`src/rtl/prog_clock_divider.sv`:
```
// prog_clock_divider
//
// Runtime-programmable clock divider. From the system clock it derives a
// divided waveform (clockOut) and a one-cycle tick once per period. The
// divisor can be reprogrammed at any time; a new value is held pending and
// only takes over at the next period boundary, so no period is ever cut
// short or stretched.
//
// Parameters
//   WIDTH        counter / divisor width in bits
//   DEFAULT_DIV  divisor active after reset (0 = stopped)
//
// Ports
//   clockIn   in   system clock, everything on the rising edge
//   reset     in   synchronous active-high reset, overrides all inputs
//   enable    in   advance the period counter on this edge
//   mode      in   0: square wave on clockOut, 1: clockOut mirrors tick
//   load      in   capture divisor into the pending register
//   divisor   in   new divisor N (0 stops the divider)
//   clockOut  out  registered divided waveform
//   tick      out  registered one-cycle pulse, once per period
//   divBusy   out  a pending divisor is waiting for the next boundary

module prog_clock_divider #(
  parameter int unsigned          WIDTH       = 25,
  parameter logic [WIDTH-1:0]     DEFAULT_DIV = WIDTH'(2**24)
) (
  input  logic             clockIn,
  input  logic             reset,
  input  logic             enable,
  input  logic             mode,
  input  logic             load,
  input  logic [WIDTH-1:0] divisor,
  output logic             clockOut,
  output logic             tick,
  output logic             divBusy
);

  // High phase test for the square wave: the first ceil(N/2) counts of a
  // period are high. The sum is formed one bit wider so N = 2^WIDTH-1
  // cannot overflow.
  function automatic logic in_high_half(input logic [WIDTH-1:0] cnt,
                                        input logic [WIDTH-1:0] div);
    logic [WIDTH:0] half;
    half = ({1'b0, div} + (WIDTH+1)'(1)) >> 1;
    return (div != '0) && ({1'b0, cnt} < half);
  endfunction

  logic [WIDTH-1:0] count_q,   count_d;
  logic [WIDTH-1:0] active_q,  active_d;
  logic [WIDTH-1:0] pend_q,    pend_d;
  logic             pend_vld_q, pend_vld_d;
  logic             clk_out_q, clk_out_d;
  logic             tick_q,    tick_d;

  logic             stopped;
  logic             wrap;
  logic [WIDTH-1:0] last_cnt;

  assign stopped  = (active_q == '0);
  // Only evaluated when not stopped, so the underflow at 0 is never used.
  assign last_cnt = active_q - WIDTH'(1);
  assign wrap     = enable && !stopped && (count_q == last_cnt);

  always_comb begin
    count_d    = count_q;
    active_d   = active_q;
    pend_d     = pend_q;
    pend_vld_d = pend_vld_q;
    clk_out_d  = clk_out_q;
    tick_d     = wrap;

    if (stopped) begin
      // No period is running, so there is no boundary to wait for: a
      // pending divisor takes over on this edge whether enabled or not.
      count_d   = '0;
      clk_out_d = 1'b0;
      if (pend_vld_q) begin
        active_d   = pend_q;
        pend_vld_d = 1'b0;
      end
    end else begin
      if (enable) begin
        count_d = wrap ? '0 : count_q + WIDTH'(1);
      end

      // Period boundary: a divisor loaded on this very edge wins over an
      // older pending one and goes live without passing through pending.
      if (wrap) begin
        if (load) begin
          active_d = divisor;
        end else if (pend_vld_q) begin
          active_d = pend_q;
        end
        pend_vld_d = 1'b0;
      end

      // Waveform uses the post-edge count and divisor so a new period
      // starts with its own high phase.
      if (mode) begin
        clk_out_d = wrap;
      end else if (enable) begin
        clk_out_d = in_high_half(count_d, active_d);
      end
    end

    // Capture for a later boundary; last write before the boundary wins.
    if (load && !wrap) begin
      pend_d     = divisor;
      pend_vld_d = 1'b1;
    end
  end

  always_ff @(posedge clockIn) begin
    if (reset) begin
      count_q    <= '0;
      active_q   <= DEFAULT_DIV;
      pend_q     <= '0;
      pend_vld_q <= 1'b0;
      clk_out_q  <= 1'b0;
      tick_q     <= 1'b0;
    end else begin
      count_q    <= count_d;
      active_q   <= active_d;
      pend_q     <= pend_d;
      pend_vld_q <= pend_vld_d;
      clk_out_q  <= clk_out_d;
      tick_q     <= tick_d;
    end
  end

  assign clockOut = clk_out_q;
  assign tick     = tick_q;
  assign divBusy  = pend_vld_q;

endmodule

```
`config.mk`:
```
export PLATFORM = sky130hd
export DESIGN_NAME = prog_clock_divider
export DESIGN_NICKNAME = d
export VERILOG_FILES = /design/src/rtl/prog_clock_divider.sv
export SDC_FILE = /design/constraint.sdc
export NUM_CORES = 1
export LEC_CHECK = 0
export BUFFER_PORTS_ARGS = -buffer_cell sky130_fd_sc_hd__buf_2
export CORE_ASPECT_RATIO = 2
export CORE_MARGIN = 3
export CORE_UTILIZATION = 60
export DETAILED_ROUTE_END_ITERATION = 6
export PLACE_DENSITY_LB_ADDON = 0.08
export SYNTH_ARGS = -nofsm -noshare
export SYNTH_HDL_FRONTEND = slang
export SYNTH_SLANG_ARGS = --single-unit
```
`constraint.sdc`:
```
create_clock -name clockIn -period 13.13 [get_ports clockIn]
set_clock_uncertainty 0.05 [all_clocks]
set_input_delay 0.6565 -clock clockIn [delete_from_list [all_inputs] [get_ports clockIn]]
set_output_delay 0.6565 -clock clockIn [all_outputs]
set_load 0.1 [all_outputs]
```
==> implementation parameters, run 1 <==
Parameter                              Value

Status
  Status ... finished clean

Yosys
  Top post-synthesis cells by count ... 105 x sky130_fd_sc_hd__nor2_1, 88 x sky130_fd_sc_hd__nand2_1, 78 x sky130_fd_sc_hd__dfxtp_1
  Top cells by area, synth ... sky130_fd_sc_hd__dfxtp_1 25%, sky130_fd_sc_hd__mux2i_1 7.4%, sky130_fd_sc_hd__xor2_1 6.8%
  Mapped cell area ... just over 6000 sq um
  YS warnings ... 0
  Total of flip-flops plus latches after synthesis ... between 70 and 80
  EDFF count, synth ... 0
  Sequential fraction of the synthesis area ... around a quarter
  Top-count cell post-synth ... sky130_fd_sc_hd__nor2_1
  Gate count after technology mapping ... slightly above 800
  Syn Nets ... around 870
  Library cell occupying the most area in the post-synthesis netlist ... sky130_fd_sc_hd__dfxtp_1
  Library cells used by synthesis ... 64
  Post-Syn Area per Cell ... ~7.7 sq um
  Top_reg_cell synth ... sky130_fd_sc_hd__dfxtp_1
  Post-synthesis async set-or-reset flop share ... 0%
  Area share of the largest cell type after synthesis ... 25.1%

Worst setup path
  Delay of the slowest cell on the worst path ... roughly 0.56 ns
  Arrival @ worst endpoint ... between 7 and 8 ns
  Worst setup EP type ... flop
  Startpoint Class ... flop
  Slowest CP cell ... sky130_fd_sc_hd__or4_4
  Data required time at the worst endpoint ... 13.34 ns
  Category of the critical setup timing path ... reg2reg
  Maximum fanout count along the critical path ... 10

Clock tree
  Number of clock sinks ... 78
  Number of buffers created by CTS ... 9
  TritonCTS clock tree ... built
  Post-cts repair resize count ... 0
  Clk_lat worst skew ... 0.34 ns
  Post-CTS repair timing setup buffer count ... 0
  Deepest clock path buffer count ... 2
  CTS H-Tree Depth ... 3
  CTS root buf ... sky130_fd_sc_hd__clkbuf_16
  Cts hold-fix bufs ... 0
  Clock transition at the register clock pins on the worst setup and hold paths after CTS ... approximately 0.06 ns

Cells and area
  Layout Cells excl Fill ... 950
  Fraction of layout instances using a drive strength above 1 ... 10.8%
  Filler instances ... between 900 and 1000
  Multi-input gate area in the final layout ... ~4400 sq um
  Layout area overhead ... 7.33%
  Post-route cell area ... around 6700 sq um
  Area occupied by registers ... roughly 1600 sq um
  Post-layout net count ... 870
  Antenna fix cells ... 0

STA
  Clock period minus final worst setup slack ... 7.19 ns
  Final setup fails ... 0
  Pin slew with the least headroom to its limit ... 0.941 ns
  Max_slew headroom ... 37.3%
  Post-route worst setup slack ... 5.94 ns
  Post-route setup TNS ... 0 ns
  Fraction of the cycle the final worst path needs ... around 55%
  Final hold violations ... 0
  RSZ-0062 raised after global routing ... no
  Final-report max-slew violation count ... 0
  Max Clk Rate ... approximately 140 MHz

GRT
  Number of antenna violations at the first check in global routing ... 0
  GRT Residual Overflow ... 0
  Gr usage total ... around 34%
  Maximum number of pins on one net before global-route repair ... between 70 and 80
  Wire length of the first global-routing pass ... about 30000 microns
  Via count of the first global-routing pass ... around 6000

Placed design
  Routability cong. ... around 1.0
  # port buffers ... 32
  Worst-case setup slack after placement ... between 6 and 7 ns
  HPWL Detailed ... approximately 15000 microns
  Number of cells after detailed placement ... slightly above 900
  Area post-placement ... 6390 sq um

Floorplanning
  Total number of placement rows ... 52
  Die Outline Area ... roughly 12000 sq um
  Initial Utilization ... 61.4%
  Core area ... approximately 10000 sq um
  Number of ports placed on the die boundary ... 33
  Die height ... 150 microns
  Die W ... ~78 microns

Routing
  Vias after detailed routing ... between 6000 and 7000
  Number of nets with antenna violations after routing ... 0
  Detailed-route wire length per cell ... 20.9 microns
  Vias per cell ... 6.40
  Drt first-iter violations ... 321
  Overall routed net length ... ~20000 microns
  TritonRoute pass-1 iters ... 5
  # DRC ... 0

Pwr
  Maximum VDD drop ... 0.0872 mV
  Leakage component of the power ... ~2.7 nW
  Power Dens Cells ... around 84 nW/um^2

Worst hold path
  Type of the most critical hold path ... reg2reg

Run
  Max-cap check violation count ... 0
state kept, by name (all words and copies together), names as in the netlist:
name and flops:
active_q 25, count_q 25, pend_q 25, clockOut 1
divBusy 1, tick 1
critical path, delay by kind of cell, from the launching register on:
family / cells / cell delay, ns
AO/OA/AOI/OAI: 10 / 1.83
XOR/XNOR: 1 / 0.17
adder cells (fa/ha/maj): 2 / 0.51
buffers and inverters: 1 / 0.10
flip-flops: 1 / 0.42
multiplexers: 4 / 1.18
AND/OR/NAND/NOR: 12 / 2.85
metrics by stage:
step | utilization (%) | power, W | hold slack, ns
final | 65.9 | 0.000559 | 0.425
after global routing | 65.9 | 0.000574 | 0.455
after CTS | 65.9 | 0.000560 | 0.427
after detailed placement | 62.9 | 0.000307 | 0.412
after global placement | 62.9 | 0.000306 | 0.414
after floorplan | - | 0.000290 | 0.394
area by class of cell:
class | instances | share of cell area [%]
multi-input cells | 670 | 65.8
flip-flops and latches | 78 | 23.4
clock buffers | 9 | 3.37
repair buffers | 38 | 3.07
well taps | 135 | 2.53
inverters | 14 | 0.786
clock inverters | 6 | 1.05
cell usage in the layout, fill, tap and decap left out, types with 7 or more instances in the layout:
| master | count |
|---|---|
| sky130_fd_sc_hd__nor2_1 | 105 |
| sky130_fd_sc_hd__nand2_1 | 88 |
| sky130_fd_sc_hd__dfxtp_1 | 78 |
| sky130_fd_sc_hd__xor2_1 | 48 |
| sky130_fd_sc_hd__mux2i_1 | 46 |
| sky130_fd_sc_hd__o21ai_0 | 40 |
| sky130_fd_sc_hd__nor3_1 | 39 |
| sky130_fd_sc_hd__a21oi_1 | 39 |
| sky130_fd_sc_hd__xnor2_1 | 34 |
| sky130_fd_sc_hd__buf_2 | 32 |
| sky130_fd_sc_hd__ha_1 | 29 |
| sky130_fd_sc_hd__nand3_1 | 27 |
| sky130_fd_sc_hd__nand4_1 | 21 |
| sky130_fd_sc_hd__mux2_2 | 18 |
| sky130_fd_sc_hd__nand2b_1 | 16 |
| sky130_fd_sc_hd__inv_1 | 13 |
| sky130_fd_sc_hd__nor4_1 | 10 |
| sky130_fd_sc_hd__clkbuf_16 | 9 |
| sky130_fd_sc_hd__o22ai_1 | 7 |
| sky130_fd_sc_hd__a21o_1 | 7 |
power by group:
part | switching (W) | leakage (nW) | internal, W
Sequential | 0.00000542 | 0.634 | 0.000242
Clock | 0.000108 | 0.135 | 0.000148
Combinational | 0.0000348 | 1.91 | 0.0000207
layer usage:
layer	up-vias	track usage (%)	routed length [microns]
li1	2882	-	-
met1	2873	32.5	6990
met2	224	64.1	10400
met3	101	4.70	707
met4	0	27.4	1750
met5	-	0	0
path summary, 6_finish.rpt:
path                  to  slack, ns         from  cells after the start
max             clockOut       5.94  active_q[5]                     30
min          active_q[4]       0.42    pend_q[4]                      2
max reg2reg     clockOut       5.94  active_q[5]                     30
min reg2reg  active_q[4]       0.42    pend_q[4]                      2
cells by family (layout without fill, tap and decap cells):
| group | Yosys count | in the layout | share of synthesized area [%] |
|---|---|---|---|
| flip-flops | 78 | 78 | 25.1 |
| XOR/XNOR | 82 | 82 | 11.5 |
| AND/OR/NAND/NOR | 356 | 356 | 28.6 |
| buffers and inverters | 66 | 67 | 4.40 |
| AO/OA/AOI/OAI | 138 | 138 | 13.8 |
| adder cells (fa/ha/maj) | 29 | 29 | 5.83 |
| multiplexers | 65 | 65 | 10.8 |
(Power assumes the default switching activity.)
==> run 2, diff against run 1 <==
==> constraint.sdc (replaced) <==
create_clock -name clockIn -period 6.7 [get_ports clockIn]
set_clock_uncertainty 0.05 [all_clocks]
set_input_delay 0.335 -clock clockIn [delete_from_list [all_inputs] [get_ports clockIn]]
set_output_delay 0.335 -clock clockIn [all_outputs]
set_load 0.1 [all_outputs]
==> run 2 against run 1 <==
Non-clock buffer count up 29. Combinational power rose by 100%. Clock power grew 99%. Power up 98%. Hold slack worse by 0.25 ns.
==> implementation parameters, run 2 (same netlist as run 1, synthesis figures left out) <==
Parameter                              Value

STA
  Final hold violations ... 0
  Final setup fails ... 0
  Post-route worst setup slack ... between 0.3 and 0.4 ns
  Fraction of the cycle the final worst path needs ... 94.8%
  Pin slew with the least headroom to its limit ... between 0.9 and 1 ns
  Max Clk Rate ... ~160 MHz
  Hold Slack ... roughly 0.18 ns
  Final-report max-slew violation count ... 0
  Clock period minus final worst setup slack ... around 6.4 ns
  Max_slew headroom ... around two fifths

Cells and area
  Fraction of layout instances using a drive strength above 1 ... 16.2%
  Filler instances ... ~900
  Antenna fix cells ... 0
  Post-route cell area ... ~7000 sq um
  Post-layout net count ... roughly 900
  Leading cell type in the layout, fill and taps excluded ... sky130_fd_sc_hd__nor2_1
  Layout area overhead ... 12.4%
  Most frequent cells in the layout ... 105 x sky130_fd_sc_hd__nor2_1, 88 x sky130_fd_sc_hd__nand2_1, 76 x sky130_fd_sc_hd__dfxtp_1
  Layout Cells excl Fill ... approximately 980
  Largest registers in the final layout ... active_q: 25 flops, count_q: 25 flops, pend_q: 25 flops

Routing
  Vias after detailed routing ... approximately 6300
  TritonRoute pass-1 iters ... 5
  Drt first-iter violations ... roughly 420
  # DRC ... 0
  Number of nets with antenna violations after routing ... 0
  Vias per cell ... about 6.4
  Overall routed net length ... approximately 21000 microns
  Detailed-route wire length per cell ... roughly 22 microns

GRT
  GRT Residual Overflow ... 0
  Via count of the first global-routing pass ... between 6000 and 7000
  Wire length of the first global-routing pass ... approximately 33000 microns
  Maximum number of pins on one net before global-route repair ... 75
  Number of antenna violations at the first check in global routing ... 0
  Gr usage total ... 36.6%

Floorplanning
  Number of ports placed on the die boundary ... 33
  Initial Utilization ... about three fifths
  Die height ... 150 microns
  Total number of placement rows ... 52
  Die W ... slightly below 80 microns
  Core area ... approximately 10000 sq um
  Die Outline Area ... approximately 12000 sq um

Worst setup path
  Category of the critical setup timing path ... reg2reg
  Delay of the slowest cell on the worst path ... between 0.4 and 0.5 ns
  Flop2flop setup slack ... 0.35 ns
  Data required time at the worst endpoint ... about 6.9 ns
  Arrival @ worst endpoint ... about 6.6 ns
  Maximum fanout count along the critical path ... 8
  Slowest CP cell ... sky130_fd_sc_hd__dfxtp_1
  Startpoint Class ... flop
  Worst setup EP type ... flop

Placed design
  Worst-case setup slack after placement ... -0.0159 ns
  HPWL Detailed ... ~16000 microns
  # port buffers ... 32
  Routability cong. ... between 1 and 1.5
  Number of cells after detailed placement ... about 960
  Area post-placement ... roughly 6600 sq um

Clock tree
  Clock transition at the register clock pins on the worst setup and hold paths after CTS ... approximately 0.07 ns
  Clk_lat worst skew ... ~0.34 ns
  TritonCTS clock tree ... built
  Number of buffers created by CTS ... 9
  CTS H-Tree Depth ... 3
  Deepest clock path buffer count ... 2
  CTS root buf ... sky130_fd_sc_hd__clkbuf_16
  Number of clock sinks ... 78

Pwr
  Power share of the clock group ... 46.0%
  Maximum VDD drop ... ~0.16 mV
  Combinational share of power ... between 10% and 20%
  Reported net switching power ... about 0.0003 W
  Register share of total power ... roughly 44%
  Leakage component of the power ... ~2.8 nW
  Switching part of the total power ... 27.0%
  Power Dens Cells ... approximately 160 nW/um^2
  Design Power ... 0.00111 W
  Design internal power ... between 0.0008 and 0.0009 W

Worst hold path
  Type of the most critical hold path ... in2reg

Run
  Max-cap check violation count ... 0

Status
  Status ... finished clean
[run 2: changes by cell type in the layout (fill, tap and decap cells not counted), moves of 2 or more]
cell,previous run,this run
sky130_fd_sc_hd__o21ai_2,0,2
sky130_fd_sc_hd__buf_4,6,35
sky130_fd_sc_hd__o21ai_0,40,37
sky130_fd_sc_hd__dfxtp_2,0,2
sky130_fd_sc_hd__nor4_1,10,8
sky130_fd_sc_hd__inv_1,13,10
sky130_fd_sc_hd__ha_1,29,27
sky130_fd_sc_hd__inv_2,0,3
sky130_fd_sc_hd__dfxtp_1,78,76
sky130_fd_sc_hd__ha_4,0,2
[run 2: final timing paths]
kind,from,to,depth (start not counted)
min reg2reg,pend_q[3],active_q[3],2
max,active_q[4],clockOut,31
max reg2reg,active_q[4],clockOut,31
min,divisor[19],pend_q[19],3
[run 2: stage by stage]
step	setup TNS [ns]	util [%]
after global routing	-0.0577	69.0
final	0	69.0
after CTS	0	67.9
after floorplan	0	-
after detailed placement	-0.0159	64.9
after global placement	0	64.9
[run 2: layout make-up]
| type | count | area [sq um] | share of cell area [%] |
|---|---|---|---|
| multi-input combinational | 670 | 4500 | 64.2 |
| inverter | 14 | 52.6 | 0.751 |
| sequential | 78 | 1560 | 22.3 |
| clock buffer | 9 | 225 | 3.22 |
| tap | 135 | 169 | 2.41 |
| timing repair buffer | 67 | 423 | 6.04 |
| clock inverter | 6 | 70.1 | 1.00 |
[run 2: routing by layer]
| metal | up-vias | part of all wire [%] | track usage [%] |
|---|---|---|---|
| li1 | 2927 | - | - |
| met1 | 3008 | 34 | 35.8 |
| met2 | 244 | 52 | 66.5 |
| met3 | 100 | 3.9 | 4.28 |
| met4 | 0 | 9.3 | 31.1 |
| met5 | - | 0 | 0 |
[run 2: power groups by stage]
stage                     Clock, W  Sequential (W)  Combinational, W
after floorplan                  0        0.000497         0.0000716
after global placement           0        0.000494          0.000107
after detailed placement         0        0.000495          0.000109
after CTS                 0.000508        0.000484          0.000110
after global routing      0.000526        0.000485          0.000121
final                     0.000509        0.000485          0.000112
[run 2: what timing repair did]
item | 4_1_cts | 5_1_grt
setup endpoints to repair | 1 | 1
hold buffers | 0 | 0
pin swaps | 0 | 12
buffers inserted | 0 | 3
resized for setup | 2 | 24
[run 2: critical path, delay by kind of cell, from the launching register on]
| kind | cells | cell delay [ns] |
|---|---|---|
| XOR/XNOR | 2 | 0.34 |
| AO/OA/AOI/OAI | 9 | 1.41 |
| flip-flops | 1 | 0.46 |
| adder cells (fa/ha/maj) | 2 | 0.44 |
| multiplexers | 2 | 0.58 |
| buffers and inverters | 2 | 0.29 |
| AND/OR/NAND/NOR | 14 | 2.70 |
